## config.mk

```make
export PLATFORM = sky130hd
export DESIGN_NAME = histogram_sched353
export DESIGN_NICKNAME = d
export VERILOG_FILES = /design/src/rtl/histogram_sched353.sv
export SDC_FILE = /design/constraint.sdc
export NUM_CORES = 1
export LEC_CHECK = 0
export CAP_MARGIN = 20
export CORE_MARGIN = 2
export CORE_UTILIZATION = 51
export CTS_BUF_LIST = sky130_fd_sc_hd__clkbuf_4 sky130_fd_sc_hd__clkbuf_8
export DETAILED_ROUTE_END_ITERATION = 10
export PLACE_DENSITY = 0.75
export SYNTH_ARGS = -nofsm -noshare
export SYNTH_HDL_FRONTEND = slang
export SYNTH_SLANG_ARGS = --single-unit
```

## constraint.sdc

```tcl
create_clock -name sclk -period 2.9 [get_ports sclk]
set_input_delay 0.29 -clock sclk [delete_from_list [all_inputs] [get_ports sclk]]
set_output_delay 0.29 -clock sclk [all_outputs]
set_load 0.02 [all_outputs]
```

## src/rtl/histogram_sched353.sv

```systemverilog
// rtl/histogram_sched353.sv - histogram window double-buffer and bin readout sequencer
module histogram_sched353 #(
  parameter int HIST_WORDS = 1024,
  parameter int RD_LAT     = 3
) (
  input  logic        sclk,
  input  logic        rst,
  input  logic        cpu_we,
  input  logic [1:0]  cpu_wa,
  input  logic [15:0] cpu_wd,
  input  logic        frame_sync,
  input  logic        rd_req,
  output logic        hist_wen,
  output logic [2:0]  hist_wa,
  output logic [15:0] hist_wd,
  output logic        hist_rnext,
  input  logic [17:0] hist_do,
  output logic [17:0] out_data,
  output logic        out_valid,
  input  logic        out_ready,
  output logic        out_last,
  output logic        busy,
  output logic        ovr
);

  localparam int         WW       = (RD_LAT > 1) ? $clog2(RD_LAT) : 1;
  localparam logic [9:0] LAST_BIN = 10'(HIST_WORDS - 1);
  localparam logic [WW-1:0] WAIT_INIT = WW'(RD_LAT - 1);

  typedef enum logic [2:0] {
    S_IDLE = 3'd0,
    S_CFG  = 3'd1,
    S_ADDR = 3'd2,
    S_WAIT = 3'd3,
    S_SEND = 3'd4,
    S_NEXT = 3'd5
  } state_t;

  state_t        state;
  state_t        state_nx;
  logic [15:0]   shadow [4];
  logic [15:0]   snap   [4];
  logic          dirty;
  logic          pend_cfg;
  logic          pend_rd;
  logic [1:0]    cfg_idx;
  logic [9:0]    bin_cnt;
  logic [WW-1:0] wait_cnt;

  // A pulse arriving in the same cycle counts as already pending, so IDLE
  // reacts without an extra cycle of latency.
  logic eff_cfg;
  logic eff_rd;
  logic take_cfg;
  logic load_cfg;
  logic take_rd;
  logic accept;
  logic last_bin;
  logic readout;
  logic capture;

  assign eff_cfg  = pend_cfg | frame_sync;
  assign eff_rd   = pend_rd | rd_req;
  assign take_cfg = (state == S_IDLE) && eff_cfg;
  assign load_cfg = take_cfg && dirty;
  assign take_rd  = (state == S_IDLE) && !eff_cfg && eff_rd;
  assign accept   = (state == S_SEND) && out_ready;
  assign last_bin = (bin_cnt == LAST_BIN);
  assign readout  = (state == S_ADDR) || (state == S_WAIT) ||
                    (state == S_SEND) || (state == S_NEXT);
  assign capture  = ((state == S_WAIT) && (wait_cnt == '0)) || (state == S_NEXT);

  // State register, updated on the falling edge like the histogram command side
  always_ff @(negedge sclk) begin
    if (rst) state <= S_IDLE;
    else     state <= state_nx;
  end

  // Next-state selection; config beats readout when both are pending in IDLE
  always_comb begin
    state_nx = state;
    case (state)
      S_IDLE: begin
        if (eff_cfg) begin
          if (dirty) state_nx = S_CFG;
        end else if (eff_rd) begin
          state_nx = S_ADDR;
        end
      end
      S_CFG:   if (cfg_idx == 2'd3) state_nx = S_IDLE;
      S_ADDR:  state_nx = S_WAIT;
      S_WAIT:  if (wait_cnt == '0) state_nx = S_SEND;
      S_SEND:  if (out_ready) state_nx = last_bin ? S_IDLE : S_NEXT;
      S_NEXT:  state_nx = S_SEND;
      default: state_nx = S_IDLE;
    endcase
  end

  // Histogram command port and status outputs decoded from the current state
  always_comb begin
    hist_wen   = 1'b0;
    hist_wa    = 3'd0;
    hist_wd    = 16'd0;
    hist_rnext = 1'b0;
    busy       = (state != S_IDLE);
    out_last   = out_valid && last_bin;
    case (state)
      S_CFG: begin
        hist_wen = 1'b1;
        hist_wa  = {1'b0, cfg_idx};
        hist_wd  = snap[cfg_idx];
      end
      S_ADDR: begin
        hist_wen = 1'b1;
        hist_wa  = 3'd4;
      end
      S_SEND: hist_rnext = out_ready && !last_bin;
      default: ;
    endcase
  end

  // CPU-side shadow window registers; any write marks the window dirty
  always_ff @(negedge sclk) begin
    if (rst) begin
      for (int i = 0; i < 4; i++) shadow[i] <= 16'd0;
      dirty <= 1'b1;
    end else begin
      if (cpu_we) shadow[cpu_wa] <= cpu_wd;
      if (cpu_we)        dirty <= 1'b1;
      else if (load_cfg) dirty <= 1'b0;
    end
  end

  // Snapshot of the window taken when a config load starts, and the write index
  always_ff @(negedge sclk) begin
    if (rst) begin
      for (int i = 0; i < 4; i++) snap[i] <= 16'd0;
      cfg_idx <= 2'd0;
    end else begin
      if (load_cfg) for (int i = 0; i < 4; i++) snap[i] <= shadow[i];
      cfg_idx <= (state == S_CFG) ? cfg_idx + 2'd1 : 2'd0;
    end
  end

  // Pending frame-start and read requests, consumed only from IDLE
  always_ff @(negedge sclk) begin
    if (rst) begin
      pend_cfg <= 1'b0;
      pend_rd  <= 1'b0;
    end else begin
      if (take_cfg)        pend_cfg <= 1'b0;
      else if (frame_sync) pend_cfg <= 1'b1;
      if (take_rd)         pend_rd  <= 1'b0;
      else if (rd_req)     pend_rd  <= 1'b1;
    end
  end

  // Bin counter and the start-address latency counter
  always_ff @(negedge sclk) begin
    if (rst) begin
      bin_cnt  <= 10'd0;
      wait_cnt <= '0;
    end else begin
      if (state == S_ADDR)         bin_cnt <= 10'd0;
      else if (accept && !last_bin) bin_cnt <= bin_cnt + 10'd1;
      if (state == S_ADDR)                         wait_cnt <= WAIT_INIT;
      else if ((state == S_WAIT) && (wait_cnt != '0)) wait_cnt <= wait_cnt - 1'b1;
    end
  end

  // Output word register: load from the histogram, hold until accepted
  always_ff @(negedge sclk) begin
    if (rst) begin
      out_data  <= 18'd0;
      out_valid <= 1'b0;
    end else if (capture) begin
      out_data  <= hist_do;
      out_valid <= 1'b1;
    end else if (accept) begin
      out_valid <= 1'b0;
    end
  end

  // Sticky overrun: a frame started while a bank was being read out
  always_ff @(negedge sclk) begin
    if (rst)                      ovr <= 1'b0;
    else if (readout && frame_sync) ovr <= 1'b1;
    else if (rd_req)              ovr <= 1'b0;
  end

endmodule

```

# == Yosys cells after proc, flatten, opt, wreduce, memory -nomap -nowiden ==
# Memories as Yosys holds them, arrays and structs flattened. A register that Yosys moved wholly into a read port is not among the register bits.
# Cells that the tools add are included.
# word_totals
mem_bits_rw,128
input_bits,42
output_inout_bits,43
n_memories,2
elab_cells,101
reg_bits,40
# classes
n_eq_ne,12
n_reduce_logical,32
bitwise,7
addsub,3
n_mux,34
# memory_table
name,depth,width,read_ports,rd_clocked_by_memory_dff,wr,line_no,text
shadow,4,16,4,0,4,41,logic [15:0] shadow [4];
snap,4,16,1,1,4,42,logic [15:0] snap [4];
# op_table
op,count
16-bit two-way mux,6
3-bit two-way mux,7
3-bit case mux with 6 select lines,1
16-bit OR reduction,1
1-bit two-way mux,15
2-bit OR reduction,6
1-bit logical AND,11
10-bit by 1-bit adder with 10-bit output (second input constant),1
10-bit equality test (second input constant),1
2-bit two-way mux,4
2-bit nonzero test,4
3-bit by 2-bit equality test with 1-bit output (second input constant),2
3-bit equality test (second input constant),2
2-bit inequality test (second input constant),3
3-bit inequality test (second input constant),2
1-bit bitwise OR,6
3-bit case mux with 2 select lines,1
5-bit AND reduction,1
1-bit logical OR,4
3-bit by 1-bit equality test with 1-bit output (second input constant),1
3-bit zero test,1
3-bit nonzero test,1
2-bit by 1-bit adder with 2-bit output (second input constant),1
2-bit equality test (second input constant),1
4 further kinds,5

# == Depth between registers and ports, before layout ==
# depth
ltp_word,7
ltp_mapped,7
mapped_depth_nobuf,6

==> metrics.log <==
[metrics] area inside the core boundary: ~0.013 sq mm
[metrics] remaining design rule violation count: 0
[metrics] Die X-Extent: 122 um
[metrics] top-area cell type share of the netlist area: a little over half
[metrics] adder-cell area share of the yosys netlist: less than 1%
[metrics] antenna cell count: 0
[metrics] final worst slack: -679 ps
[metrics] Avg Vias per Cell: 5.33
[metrics] wire length reported by the detailed router: between 15000 and 20000 um
[metrics] clock slew at the register clock pins of the worst setup and hold paths: 40 ps
[metrics] die boundary height: roughly 120 um
[metrics] setup-violating endpoint count in the final report: 24
[metrics] Hold EP: out_valid$_SDFFE_NP0P_
[metrics] ratio of cells with drive above 1 in the final layout: 25.7%
[metrics] Pins Over Slew Limit: 0
[metrics] CTS tree: built
[metrics] worst hold path class: flop to flop
[metrics] DPL Wire Length: between 10000 and 15000 um
[metrics] net count after synthesis: 558
[metrics] Clock Sinks: ~170
[metrics] hold_ws: ~470 ps
[metrics] GRT overflow: 0
[metrics] area growth from synthesis to final layout: 45.1%
[metrics] Yosys warning total: 0
[metrics] violations in the final reports: negative setup slack
[metrics] First DRT Iteration DRCs: between 400 and 500
[metrics] critical path class: flop to primary output
[metrics] dominant cells by area after synthesis: edfxtp_1 (55%), and2_1 (12%), dfxtp_1 (11%), mux4_2 (5.1%), mux2i_1 (2.6%)
[metrics] starting density of the core: a little over half
[metrics] IO buf count: 84
[metrics] cell area after technology mapping: about 0.0070 sq mm
[metrics] relative slew slack: between 70% and 80%
[metrics] synthesized area per cell: between 10 and 15 sq um
[metrics] # placed instances: 798
[metrics] Synth async-reset ratio: 0%
[metrics] register-to-register setup slack: approximately 210 ps
[metrics] setup TNS: -12950 ps
[metrics] xor/xnor cell area share of the yosys netlist: 0.124%
[metrics] number of flops mapped to enable cells by yosys: around 130
[metrics] start point of the worst hold path: out_valid$_SDFFE_NP0P_
[metrics] Slew @ Worst Pin: about 400 ps
[metrics] leading cell types in the layout, fill and taps excluded: inv_1 (176), and2_1 (130), edfxtp_1 (128)
[metrics] Crit path arrival time: around 3300 ps
[metrics] FF+latch count, synth: approximately 170
[metrics] mux cell area share after synthesis: roughly 7.7%
[metrics] max-cap violation count: 0
[metrics] largest family of logic cells by synthesized area: simple AND/OR/NAND/NOR gates
[metrics] worst-path maximum fanout: 10
[metrics] detailed-route via count: roughly 5500
[metrics] all-layer global routing usage: between 20 and 25%
[metrics] largest net degree at the start of global routing: 33
[metrics] leakage power summed over all cells: roughly 4.8 nW
[metrics] DRT antenna net count: 0
[metrics] Worst Hold Path Cells: 2
[metrics] maximum resistive drop on vdd: 0.394 mV
[metrics] number of hold violations in the final report: 0
[metrics] length in cells of the worst reg-to-reg path: 17
[metrics] number of antenna violations at the first check in global routing: 0
[metrics] root buffer selected by CTS: clkbuf_8
[metrics] area enclosed by the die boundary: ~0.015 sq mm
[metrics] core occupancy in the finished layout: between 70% and 80%
[metrics] vias in the first global route: 5761
[metrics] Seq/Total Area, Yosys: between 60% and 70%
[metrics] Fin Clk Skew: roughly 31 ps
[metrics] startpoint type of the worst setup path: flop
[metrics] basic-gate share of the synthesized area counting and, or, nand and nor cells: roughly 19%
[metrics] startpoint of the lowest-slack register-to-register path: bin_cnt[1]$_SDFFE_NP0P_
[metrics] Syn Inst Count: ~510
[metrics] status: finished with violations
[metrics] number of nets in the layout: a little under 900
[metrics] number of buffers created by CTS: 17
[metrics] complex-gate fraction of the synthesized area: ~4.0%
[metrics] detail-routed net length per standard cell: between 15 and 20 um
[metrics] count of unique library cells instantiated by Yosys: slightly above 50
[metrics] total number of H-tree levels: 4
[metrics] RSZ-0062 raised after global routing: yes
[metrics] clock latency of the later-clocked register in the worst-skew pair: 490 ps
[metrics] most common cell after layout, fill and taps aside: inv_1
[metrics] worst reg2reg endpoint: bin_cnt[8]$_SDFFE_NP0P_
[metrics] I/O pin cnt: between 80 and 90
[metrics] Pwr per Cell Area: slightly below 700 mW/mm^2
[metrics] Most used DFF post-synth: edfxtp_1
[metrics] biggest area consumer among synthesized cells: edfxtp_1
[metrics] final weighted congestion in routability-driven placement: 0.791
[metrics] Setup crit end kind: primary output
[metrics] non-filler instance count after layout: between 1000 and 1500
[metrics] site row count: 42
[metrics] wire length of the first global-routing pass: 27200 um
[metrics] Worst Path Required: around 2600 ps
[metrics] Clock Tree Buf Depth: 2
[metrics] router iterations before antenna repair: 7
==> Yosys cell counts (all sizes together), types with 2 or more instances <==
library cell	n
nor3	7
nor2b	2
dfxtp	40
nor3b	3
mux4	16
a21oi	12
and2	131
inv	10
or4	4
nand2b	3
and3	18
clkbuf	22
and3b	3
o31ai	5
a31oi	2
edfxtp	128
a211oi	2
buf	7
ha	3
nand3	4
nand4	2
o21ai	10
mux2i	18
nor2	32
a21o	2
or2	4
nand2	7
==> through the flow <==
stage	total power, mW	cell area (sq um)	setup WS, ps
after detailed placement	4.49	8630	-604
after global placement	4.44	8630	-568
after floorplan	4.01	7210	-157
after global routing	7.45	10200	-721
final	7.09	10200	-679
after CTS	6.95	9990	-705
==> timing repair <==
item / in CTS / in global routing
pin swaps: 13 / 15
cloned: 4 / 3
setup buffers: 24 / 14
hold buffers: 0 / 0
setup endpoints to repair: 56 / 130
gates resized for setup: 177 / 41
==> how the worst max path moves through the flow <==
stage / endpoint / slack [ps] / startpoint
2_1_floorplan: hist_wd[10] / -160 / cfg_idx[0]$_SDFF_NP0_
3_3_place_gp: hist_wd[8] / -570 / cfg_idx[0]$_SDFF_NP0_
3_5_place_dp: hist_wd[8] / -600 / cfg_idx[0]$_SDFF_NP0_
4_1_cts: hist_wd[5] / -700 / cfg_idx[0]$_SDFF_NP0_
5_1_grt: hist_wd[7] / -720 / cfg_idx[0]$_SDFF_NP0_
6_report: hist_wd[7] / -680 / cfg_idx[0]$_SDFF_NP0_
==> critical path, stage by stage, from the launching register on <==
cell and delay [ps]:
dfxtp_4 370, buf_12 150, mux4_2 520, and3_4 210, buf_6 130
==> logic make-up after synthesis <==
family,count (synthesis)
AO/OA/AOI/OAI,43
multiplexers,34
XOR/XNOR,1
buffers and inverters,39
AND/OR/NAND/NOR,225
adder cells (fa/ha/maj),3
flip-flops,168
==> metal layers <==
| layer | vias to the layer above | wire length, um | GRT usage, % |
|---|---|---|---|
| met1 | 2689 | 7050 | 27.1 |
| met2 | 259 | 9730 | 39.9 |
| met4 | 0 | 592 | 16.7 |
| met3 | 54 | 1190 | 8.88 |
| met5 | - | 0 | 0 |
| li1 | 2513 | - | - |
==> power by group <==
part / switching, mW / leakage [nW] / internal (mW)
Clock: 1.62 / 1.10 / 1.09
Sequential: 0.119 / 1.64 / 2.95
Combinational: 0.622 / 2.02 / 0.696
Total: 2.36 / 4.75 / 4.74
==> cell type report <==
type                       count  area, sq um
timing repair buffer         174         1770
clock inverter               183          806
tap                          176          220
inverter                       9         33.8
fill                         789         3130
multi-input combinational    308         2500
sequential                   168         4660
clock buffer                  17          234
==> sequential cells by signal (all words and copies together) (netlist names) <==
signal,flops
out_valid,1
cfg_idx,2
wait_cnt,2
snap,64
pend_cfg,1
out_data,18
ovr,1
dirty,1
shadow,64
bin_cnt,10
state,3
pend_rd,1
(Power assumes the default switching activity.)
